## config.mk

```make
export PLATFORM = sky130hd
export DESIGN_NAME = dc_motor_ctrl_flat
export DESIGN_NICKNAME = d
export VERILOG_FILES = /design/src/rtl/dc_motor_pkg.sv /design/src/rtl/dc_motor_ctrl_if.sv /design/src/rtl/dc_motor_pwm.sv /design/src/rtl/dc_motor_ctrl.sv /design/src/flat_wrapper.sv
export SDC_FILE = /design/constraint.sdc
export NUM_CORES = 1
export LEC_CHECK = 0
export BUFFER_PORTS_ARGS = -buffer_cell sky130_fd_sc_hd__buf_4
export CORE_ASPECT_RATIO = 0.5
export CORE_MARGIN = 2
export CORE_UTILIZATION = 30
export DETAILED_ROUTE_END_ITERATION = 8
export SLEW_MARGIN = 20
export SYNTH_ARGS = -nofsm -noshare
export SYNTH_HDL_FRONTEND = slang
export SYNTH_HIERARCHICAL = 1
export SYNTH_SLANG_ARGS = --single-unit
```

## constraint.sdc

```tcl
create_clock -name clock -period 2.95 [get_ports clock]
set_input_delay 0.59 -clock clock [delete_from_list [all_inputs] [get_ports clock]]
set_output_delay 0.59 -clock clock [all_outputs]
set_load 0.005 [all_outputs]
```

## src/rtl/dc_motor_pkg.sv

```systemverilog
// Shared types and H-bridge leg encoding for the DC drive motor controller.
package dc_motor_pkg;

    localparam int CNT_W_DEF = 8;

    typedef enum logic [2:0] {
        IDLE,
        RAMP,
        RUN,
        DECEL_REV,
        DEAD,
        BRAKE
    } dcm_state_t;

    localparam logic [1:0] MA_OFF = 2'b00;
    localparam logic [1:0] MA_FWD = 2'b01;
    localparam logic [1:0] MA_REV = 2'b10;

    // Only one leg is ever driven; the other stays low.
    function automatic logic [1:0] ma_drive(input logic dir, input logic pwm);
        if (!pwm) return MA_OFF;
        return dir ? MA_REV : MA_FWD;
    endfunction

endpackage

```

## src/rtl/dc_motor_ctrl_if.sv

```systemverilog
// Speed/direction command channel: valid/ready, one transfer per clock when both high.
interface dc_motor_ctrl_if #(
    parameter int CNT_W = dc_motor_pkg::CNT_W_DEF
) ();
    logic             cmd_valid;
    logic             cmd_ready;
    logic [CNT_W-1:0] cmd_speed;
    logic             cmd_dir;

    modport master (output cmd_valid, cmd_speed, cmd_dir, input cmd_ready);
    modport slave  (input cmd_valid, cmd_speed, cmd_dir, output cmd_ready);
endinterface

```

## src/rtl/dc_motor_pwm.sv

```systemverilog
// Free-running PWM counter with wrap strobe; MA registered one clock after cnt/duty compare.
// No backpressure: counts every clock; duty must only change on wrap to avoid runt pulses.
module dc_motor_pwm
    import dc_motor_pkg::*;
#(
    parameter int CNT_W = CNT_W_DEF
) (
    input  logic             clock,
    input  logic             reset,
    input  logic [CNT_W-1:0] duty_i,
    input  logic             dir_i,
    output logic             wrap_o,
    output logic [1:0]       ma_o
);
    logic [CNT_W-1:0] cnt_q;
    logic [1:0]       ma_q;

    assign wrap_o = (cnt_q == {CNT_W{1'b1}});
    assign ma_o   = ma_q;

    always_ff @(posedge clock or negedge reset) begin
        if (!reset) begin
            cnt_q <= '0;
            ma_q  <= MA_OFF;
        end else begin
            cnt_q <= cnt_q + CNT_W'(1);
            ma_q  <= ma_drive(dir_i, cnt_q < duty_i);
        end
    end

endmodule

```

## src/rtl/dc_motor_ctrl.sv

```systemverilog
// DC motor sequencer: soft start/stop (DC_MOTOR_SOFTSTART_EN), reversal dead time, brake; MA 1 clk after duty.
// cmd_ready low in DECEL_REV/DEAD/BRAKE and whenever brake is high; brake beats a same-cycle command.
module dc_motor_ctrl
    import dc_motor_pkg::*;
#(
    parameter int CNT_W    = CNT_W_DEF,
    parameter int DEAD_CYC = 64,
    parameter int RAMP_PER = 1
) (
    input  logic             clock,
    input  logic             reset,
    dc_motor_ctrl_if.slave   cmd,
    input  logic             brake,
    output logic [1:0]       MA,
    output logic             busy,
    output logic [CNT_W-1:0] duty
);
    // One timer serves both the dead interval and the ramp-period divider; they never overlap.
    localparam int TMR_MAX = (DEAD_CYC > RAMP_PER) ? DEAD_CYC : RAMP_PER;
    localparam int TMR_W   = (TMR_MAX > 1) ? $clog2(TMR_MAX) : 1;
    localparam logic [TMR_W-1:0] DEAD_LOAD = TMR_W'(DEAD_CYC - 1);

    dcm_state_t       state_q, state_d;
    logic [CNT_W-1:0] duty_q, duty_d;
    logic [CNT_W-1:0] tgt_speed_q, tgt_speed_d;
    logic             tgt_dir_q, tgt_dir_d;
    logic             cur_dir_q, cur_dir_d;
    logic [TMR_W-1:0] tmr_q, tmr_d;

    logic             wrap;
    logic             cmd_rdy;
    logic             accept;
    logic             ramp_tick;
    logic [CNT_W-1:0] ramp_duty;
    logic [CNT_W-1:0] decel_duty;

    assign cmd_rdy = !brake && (state_q == IDLE || state_q == RAMP || state_q == RUN);
    assign accept  = cmd.cmd_valid && cmd_rdy;
    assign cmd.cmd_ready = cmd_rdy;

`ifdef DC_MOTOR_SOFTSTART_EN
    localparam logic [TMR_W-1:0] RAMP_LAST = TMR_W'(RAMP_PER - 1);
    assign ramp_tick  = wrap && (tmr_q == RAMP_LAST);
    assign ramp_duty  = (duty_q < tgt_speed_q) ? duty_q + CNT_W'(1) :
                        (duty_q > tgt_speed_q) ? duty_q - CNT_W'(1) : duty_q;
    assign decel_duty = (duty_q != '0) ? duty_q - CNT_W'(1) : '0;
`else
    assign ramp_tick  = wrap;
    assign ramp_duty  = tgt_speed_q;
    assign decel_duty = '0;
`endif

    always_comb begin
        state_d     = state_q;
        duty_d      = duty_q;
        tgt_speed_d = tgt_speed_q;
        tgt_dir_d   = tgt_dir_q;
        cur_dir_d   = cur_dir_q;
        tmr_d       = tmr_q;

        if (brake) begin
            state_d     = BRAKE;
            duty_d      = '0;
            tgt_speed_d = '0;
            tgt_dir_d   = cur_dir_q;
        end else if (accept) begin
            tgt_speed_d = cmd.cmd_speed;
            tgt_dir_d   = cmd.cmd_dir;
            if (cmd.cmd_dir != cur_dir_q) begin
                if (duty_q != '0)
                    state_d = DECEL_REV;
                else if (cmd.cmd_speed != '0 || state_q != IDLE)
                    state_d = DEAD;
            end else if (cmd.cmd_speed != duty_q) begin
                state_d = RAMP;
            end
        end else begin
            unique case (state_q)
                RAMP: begin
                    if (ramp_tick) begin
                        duty_d = ramp_duty;
                        if (ramp_duty == tgt_speed_q)
                            state_d = (tgt_speed_q == '0) ? IDLE : RUN;
                    end
                end
                DECEL_REV: begin
                    if (ramp_tick) begin
                        duty_d = decel_duty;
                        if (decel_duty == '0)
                            state_d = DEAD;
                    end
                end
                DEAD: begin
                    if (tmr_q == '0) begin
                        cur_dir_d = tgt_dir_q;
                        state_d   = (tgt_speed_q == '0) ? IDLE : RAMP;
                    end
                end
                BRAKE:   state_d = DEAD;
                default: ;
            endcase
        end

        if (state_d != state_q)
            tmr_d = (state_d == DEAD) ? DEAD_LOAD : '0;
        else if (state_q == DEAD) begin
            if (tmr_q != '0)
                tmr_d = tmr_q - 1'b1;
        end else if ((state_q == RAMP || state_q == DECEL_REV) && wrap)
            tmr_d = ramp_tick ? '0 : tmr_q + 1'b1;
    end

    always_ff @(posedge clock or negedge reset) begin
        if (!reset) begin
            state_q     <= IDLE;
            duty_q      <= '0;
            tgt_speed_q <= '0;
            tgt_dir_q   <= 1'b0;
            cur_dir_q   <= 1'b0;
            tmr_q       <= '0;
        end else begin
            state_q     <= state_d;
            duty_q      <= duty_d;
            tgt_speed_q <= tgt_speed_d;
            tgt_dir_q   <= tgt_dir_d;
            cur_dir_q   <= cur_dir_d;
            tmr_q       <= tmr_d;
        end
    end

    dc_motor_pwm #(.CNT_W(CNT_W)) u_pwm (
        .clock  (clock),
        .reset  (reset),
        .duty_i (duty_q),
        .dir_i  (cur_dir_q),
        .wrap_o (wrap),
        .ma_o   (MA)
    );

    assign busy = (state_q != IDLE);
    assign duty = duty_q;

endmodule
```

## src/flat_wrapper.sv

```systemverilog
// flat-port wrapper written by rule: the top's interface ports become plain ports
module dc_motor_ctrl_flat import dc_motor_pkg::*;
#(
    parameter int CNT_W    = CNT_W_DEF,
    parameter int DEAD_CYC = 64,
    parameter int RAMP_PER = 1
)
  (clock, reset, brake, MA, busy, duty, cmd_cmd_valid, cmd_cmd_speed, cmd_cmd_dir, cmd_cmd_ready);
  dc_motor_ctrl_if #(.CNT_W(CNT_W)) cmd_i ();
  input  logic clock;
  input  logic reset;
  input  logic brake;
  output logic [1:0] MA;
  output logic busy;
  output logic [CNT_W-1:0] duty;
  input wire logic [$bits(cmd_i.cmd_valid)-1:0] cmd_cmd_valid;
  input wire logic [$bits(cmd_i.cmd_speed)-1:0] cmd_cmd_speed;
  input wire logic [$bits(cmd_i.cmd_dir)-1:0] cmd_cmd_dir;
  output wire logic [$bits(cmd_i.cmd_ready)-1:0] cmd_cmd_ready;
  assign cmd_i.cmd_valid = cmd_cmd_valid;
  assign cmd_i.cmd_speed = cmd_cmd_speed;
  assign cmd_i.cmd_dir = cmd_cmd_dir;
  assign cmd_cmd_ready = cmd_i.cmd_ready;
  dc_motor_ctrl #(.CNT_W(CNT_W), .DEAD_CYC(DEAD_CYC), .RAMP_PER(RAMP_PER)) u_core (.clock(clock), .reset(reset), .cmd(cmd_i), .brake(brake), .MA(MA), .busy(busy), .duty(duty));
endmodule
```

# Word level (Yosys, flattened, before mapping)
# Cells that the tools add are included.
dict set report op_classes {
  addsub 3
  n_lt_le_gt_ge 1
  n_eq_ne 14
  muxes 29
  bitwise_logic 2
  n_reduce_logical 21
}
# operator n
set op_table {}
lappend op_table {{2-to-1 mux 8 bit} 6}
lappend op_table {{2-to-1 mux 6 bit} 6}
lappend op_table {{2-to-1 mux 3 bit} 9}
lappend op_table {{case mux 8 bit (2 select lines)} 1}
lappend op_table {{nonzero test 8 bit} 2}
lappend op_table {{case mux 3 bit (4 select lines)} 1}
lappend op_table {{== test 3 bit (second input constant)} 3}
lappend op_table {{!= test 3 x 2 -> 1 bit (second input constant)} 3}
lappend op_table {{nonzero test 3 bit} 3}
lappend op_table {{adder 8 x 1 -> 8 bit (second input constant)} 1}
lappend op_table {{== test 8 bit (second input constant)} 1}
lappend op_table {{zero test 8 bit} 1}
lappend op_table {{< comparator 8 bit} 1}
lappend op_table {{!= test 8 bit} 1}
lappend op_table {{AND reduction 4 bit} 2}
lappend op_table {{adder 6 x 1 -> 6 bit (second input constant)} 1}
lappend op_table {{== test 3 x 2 -> 1 bit (second input constant)} 2}
lappend op_table {{zero test 6 bit} 1}
lappend op_table {{2-to-1 mux 2 bit} 3}
lappend op_table {{nonzero test 6 bit} 1}
lappend op_table {{subtractor 6 x 1 -> 6 bit (second input constant)} 1}
lappend op_table {{logical OR 1 bit} 4}
lappend op_table {{== test 3 x 1 -> 1 bit (second input constant)} 1}
lappend op_table {{logical AND 1 bit} 3}
lappend op_table {{other kinds (9)} 12}
dict set report word_totals {
  register_bits 37
  in_bits 13
  output_inout_bits 12
  wordCells 78
}

# Depth between registers and ports, before layout
dict set report depth {
  word_depth 10
  ltp_mapped 12
  ltp_nobuf 11
}

# Cells and area by module
# The synthesis kept the hierarchy.
# module instances cells_each area_each_um2 seq_area_each_um2
set modules_own_cells {}
lappend modules_own_cells {dc_motor_ctrl 1 206 1731.7 675.6}
lappend modules_own_cells {dc_motor_pwm 1 56 561.8 250.2}

# Least setup slack after synthesis
# Ideal clock, no wire load.
dict set report synth_path {
  path_kind {reg2reg}
  start {register u_core.u_pwm.cnt_q[0]}
  end {register u_core.tmr_q[0]}
  setup_time_ns 0.129
  arrival_time_ns 2.363
  required_time_ns 2.821
  path_slack_ns 0.458
  path_stages_with_launch 13
  path_cell_list {dfrtp_1 > ha_1 > nand3_1 > nor2_1 > and3_1 > clkbuf_1 > and3b_1 > nor2_1 > o21ai_0 > a21oi_1 > nor4b_2 > a211o_1 > o21ai_0}
}
dict set report synth_via {
  elab_chain_len 8
}
# item line
set synth_lines {}
lappend synth_lines {{start, declared} dc_motor_pwm.sv:15} ;# logic [CNT_W-1:0] cnt_q;
lappend synth_lines {{start signal, assigned} dc_motor_pwm.sv:26} ;# cnt_q <= cnt_q + CNT_W'(1);
lappend synth_lines {{== test 8 bit *} dc_motor_pwm.sv:18} ;# assign wrap_o = (cnt_q == {CNT_W{1'b1}});
lappend synth_lines {{net u_core.ramp_tick} dc_motor_ctrl.sv:33} ;# logic ramp_tick;
lappend synth_lines {{2-to-1 mux 3 bit, on equally long branches} {dc_motor_ctrl.sv:87, dc_motor_ctrl.sv:80}}
lappend synth_lines {{case mux 3 bit (4 select lines)} dc_motor_ctrl.sv:78} ;# unique case (state_q)
lappend synth_lines {{2-to-1 mux 3 bit} dc_motor_ctrl.sv:66} ;# end else if (accept) begin
lappend synth_lines {{2-to-1 mux 3 bit} dc_motor_ctrl.sv:61} ;# if (brake) begin
lappend synth_lines {{!= test 3 bit / == test 3 bit (equally long branches)} {dc_motor_ctrl.sv:104, dc_motor_ctrl.sv:105}}
lappend synth_lines {{!= test 3 x 2 -> 1 bit (no source line), or another cell as far along} --}
lappend synth_lines {{AND reduction 2 bit (no source line) / 2-to-1 mux 6 bit (equally long branches)} --}
lappend synth_lines {{end signal, assigned} dc_motor_ctrl.sv:127} ;# tmr_q <= tmr_d;
lappend synth_lines {{end, declared} dc_motor_ctrl.sv:28} ;# logic [TMR_W-1:0] tmr_q, tmr_d;
# The timed path passes the listed nets; every way through them passes the cells marked *. The select of a mux whose other input is x is not followed.
# A chain may end at the register's enable or synchronous reset.

# Worst setup path in the final report
dict set report layout_path {
  start {register u_core.u_pwm.cnt_q[0]}
  end {register u_core.tmr_q[5]}
}
# Same word-level chain as after synthesis.

==> impl_metrics.ini <==
[run_status]
outcome = finished, final reports clean

[drt]
wirelength_um = 5698
wl_per_cell_um = 14.99
route.met3.wl_um = 159
wl_met1_um = 2635
vias = 2016
via_per_inst = 5.305
first_pass_iters = 4
drt-initial-drc-count = 98
dr_wl_met2_um = 2839
route.detailed.drc = 0
ant_nets = 0
routed.top_layer = met4

[worst_setup_path]
critPathKind = reg2reg
cp-startpoint = u_core/u_pwm/cnt_q[0]$_DFF_PN0_
r2r_slack_ps = 230
critPathLaunchType = register
required_ps = 3140
crit_fanout = 9
cp.arrival_ps = 2920
worstReg2RegStart = u_core/u_pwm/cnt_q[0]$_DFF_PN0_
worst_setup_path_end_kind = register

[synthesis]
synth.area.top_cells = dfrtp_1 (40%), o21ai_0 (7.6%), ha_1 (6.0%), nand2_1 (5.7%), xnor2_1 (5.3%)
synthMuxAreaShare_pct = 0.9274
ys_ff_latch = 37
synthAdderAreaFrac_pct = 6.001
syn_inst = 262
syn-mean-instance-area_um2 = 8.754
syn-cell-area_um2 = 2293
ys.flop_type = dfrtp_1
synth_warnings = 6
synth_top_family_by_area = simple AND/OR/NAND/NOR gates
yosysSeqAreaShare_pct = 40.37
synth_xor_xnor_area_share_pct = 6.492
synthArstFlopShare_pct = 100.0
syn_nets = 286
synth.largest_area_cell = dfrtp_1
synth_top_area_share_pct = 40.37
synth_cell_type_count = 47
synth_compound_area_share_pct = 20.02
synth-simple-area-share_pct = 21.39
synth_edf_count = 0

[power]
p_leak_nw = 1.171
peakVddDrop_mv = 0.2440
power.density_nw_per_um2 = 754.4
power.total_w = 0.002066

[sta]
clock.fmax_mhz = 367.1
fin_crit_ps = 2724
skew_ps = 6.788
fin_hold_ws_ps = 267.5
fin_setup_tns_ps = 0
setup_violations = 0
post-route-period-util_pct = 92.35
hold_viol_final = 0
final_max_slew_viol_count = 0
relSlewSlack_pct = 40.04
rsz0062_at_grt = no
worstMarginPinSlew_ps = 893.4

[global_routing]
grt_pass1_vias = 2005
grt_max_degree = 38
grt.total_usage_pct = 14.74
antenna_found_initial = 0
overflow = 0
grt_pass1_wl_um = 9942

[placement]
port_buffers = 24
place.gp.congestion = 0.8593
dp_hpwl_um = 4272
dp_cells = 372

[clock_network]
clk_latency_ps = 280
cts_sinks = 37
cts_buffers = 5
cts_tree = done
htree_levels = 2
clockBufferDepth = 2
clockRootBuffer = clkbuf_16
ctsHoldBuffers = 0
clkTransAtPathRegs_ps = 60

[finish]
drive_gt1_share_pct = 14.08
nNetsFinal = 307
area_growth_pct = 19.42
diodes = 0
final_cells = 380

[job]
maxCapViolations = 0

[die]
initial_core_util_pct = 31.09
die_area_um2 = 8403
std_cell_rows = 22
die_w_um = 127.7
core_um2 = 7377
die_y_um = 65.83
pin_count = 25

[hold_path]
holdCritPathClass = in2async
[Yosys cell counts (all sizes together) (7+ instances only)]
| cell | instances |
|---|---|
| dfrtp | 37 |
| o21ai | 37 |
| nand2 | 35 |
| a21oi | 16 |
| inv | 15 |
| xnor2 | 14 |
| ha | 11 |
| nand2b | 10 |
| nor2 | 10 |
| nor4 | 8 |
| clkbuf | 7 |
[logic make-up (layout without fill, tap and decap cells)]
logic type | Yosys count | count (layout)
AO/OA/AOI/OAI | 76 | 76
XOR/XNOR | 17 | 17
adder cells (fa/ha/maj) | 11 | 11
buffers and inverters | 26 | 48
flip-flops | 37 | 37
multiplexers | 2 | 2
AND/OR/NAND/NOR | 93 | 93
[cells in the final DEF (no fill, tap or decap), types with 3 or more instances in the layout]
cell       count
xnor2_1       14
inv_1         15
a31oi_1        4
a211oi_1       5
clkbuf_16      5
o21ai_0       34
dfrtp_1       37
nand3_1        4
nor4_1         8
nor2_1        10
nand2_1       35
xor2_1         3
o21ai_1        3
nor3_1         4
buf_4         25
nand4_1        5
a21oi_1       16
and2_1         3
ha_1          11
nand2b_1      10
[critical path, cell delays in order, from the launching register on]
cell and delay [ps]:
dfrtp_1 390, ha_1 200, nand3_1 130, nor2_1 190, and3_2 320, nand3b_1 170
a211oi_1 300, o21ai_1 170, a21oi_1 200, nor4b_2 80, a211o_1 370, o21ai_0 110
[stage by stage]
| step | worst slack, ps | utilization, % | cell area, um^2 |
|---|---|---|---|
| 3_5_place_dp | 49.74 | 34.53 | 2547 |
| 6_report | 225.6 | 37.13 | 2739 |
| 3_3_place_gp | 280.2 | 34.53 | 2547 |
| 2_1_floorplan | 457.9 | - | 2293 |
| 5_1_grt | 50.11 | 37.13 | 2739 |
| 4_1_cts | 39.27 | 37.11 | 2738 |
[what timing repair did]
action / CTS / global route
resized for setup: 0 / 2
buffers inserted: 0 / 0
setup endpoints to repair: 0 / 6
[layer usage]
layer,up-vias,GRT usage (%)
li1,981,-
met1,991,19.05
met2,38,25.67
met3,6,2.104
met4,0,5.082
met5,-,0
[state kept, by name, indices dropped and copies added (netlist names)]
register and count:
u_core/duty 8, u_core/tmr_q 6, u_core/cur_dir_q 1, u_core/ramp_duty 8, u_core/state_q 3, u_core/tgt_dir_q 1
u_core/u_pwm/cnt_q 8, u_core/u_pwm/ma_o 2
[path summary, 6_finish.rpt]
kind,to,cells past startpoint
max in group asynchronous,u_core/u_pwm/cnt_q[3]$_DFF_PN0_,1
hold reg to reg,u_core/u_pwm/cnt_q[0]$_DFF_PN0_,1
hold / removal,u_core/ramp_duty[5]$_DFFE_PN0N_,1
min in group clock,u_core/u_pwm/cnt_q[0]$_DFF_PN0_,1
setup / recovery,u_core/tmr_q[5]$_DFFE_PN0P_,11
setup reg to reg,u_core/tmr_q[5]$_DFFE_PN0P_,11
[report_power, final]
group	internal, W	switching [W]
Combinational	0.000272	0.000385
Sequential	0.000588	0.000136
Clock	0.000482	0.000203
[final cells by class]
type | count | area, um^2
tap | 96 | 120.1
fill | 757 | 4638
clock inverter | 3 | 65.06
timing repair buffer | 25 | 187.7
inverter | 15 | 56.30
clock buffer | 5 | 125.1
sequential | 37 | 925.9
multi-input combinational | 199 | 1259
Power figures use the tool's default switching activity.
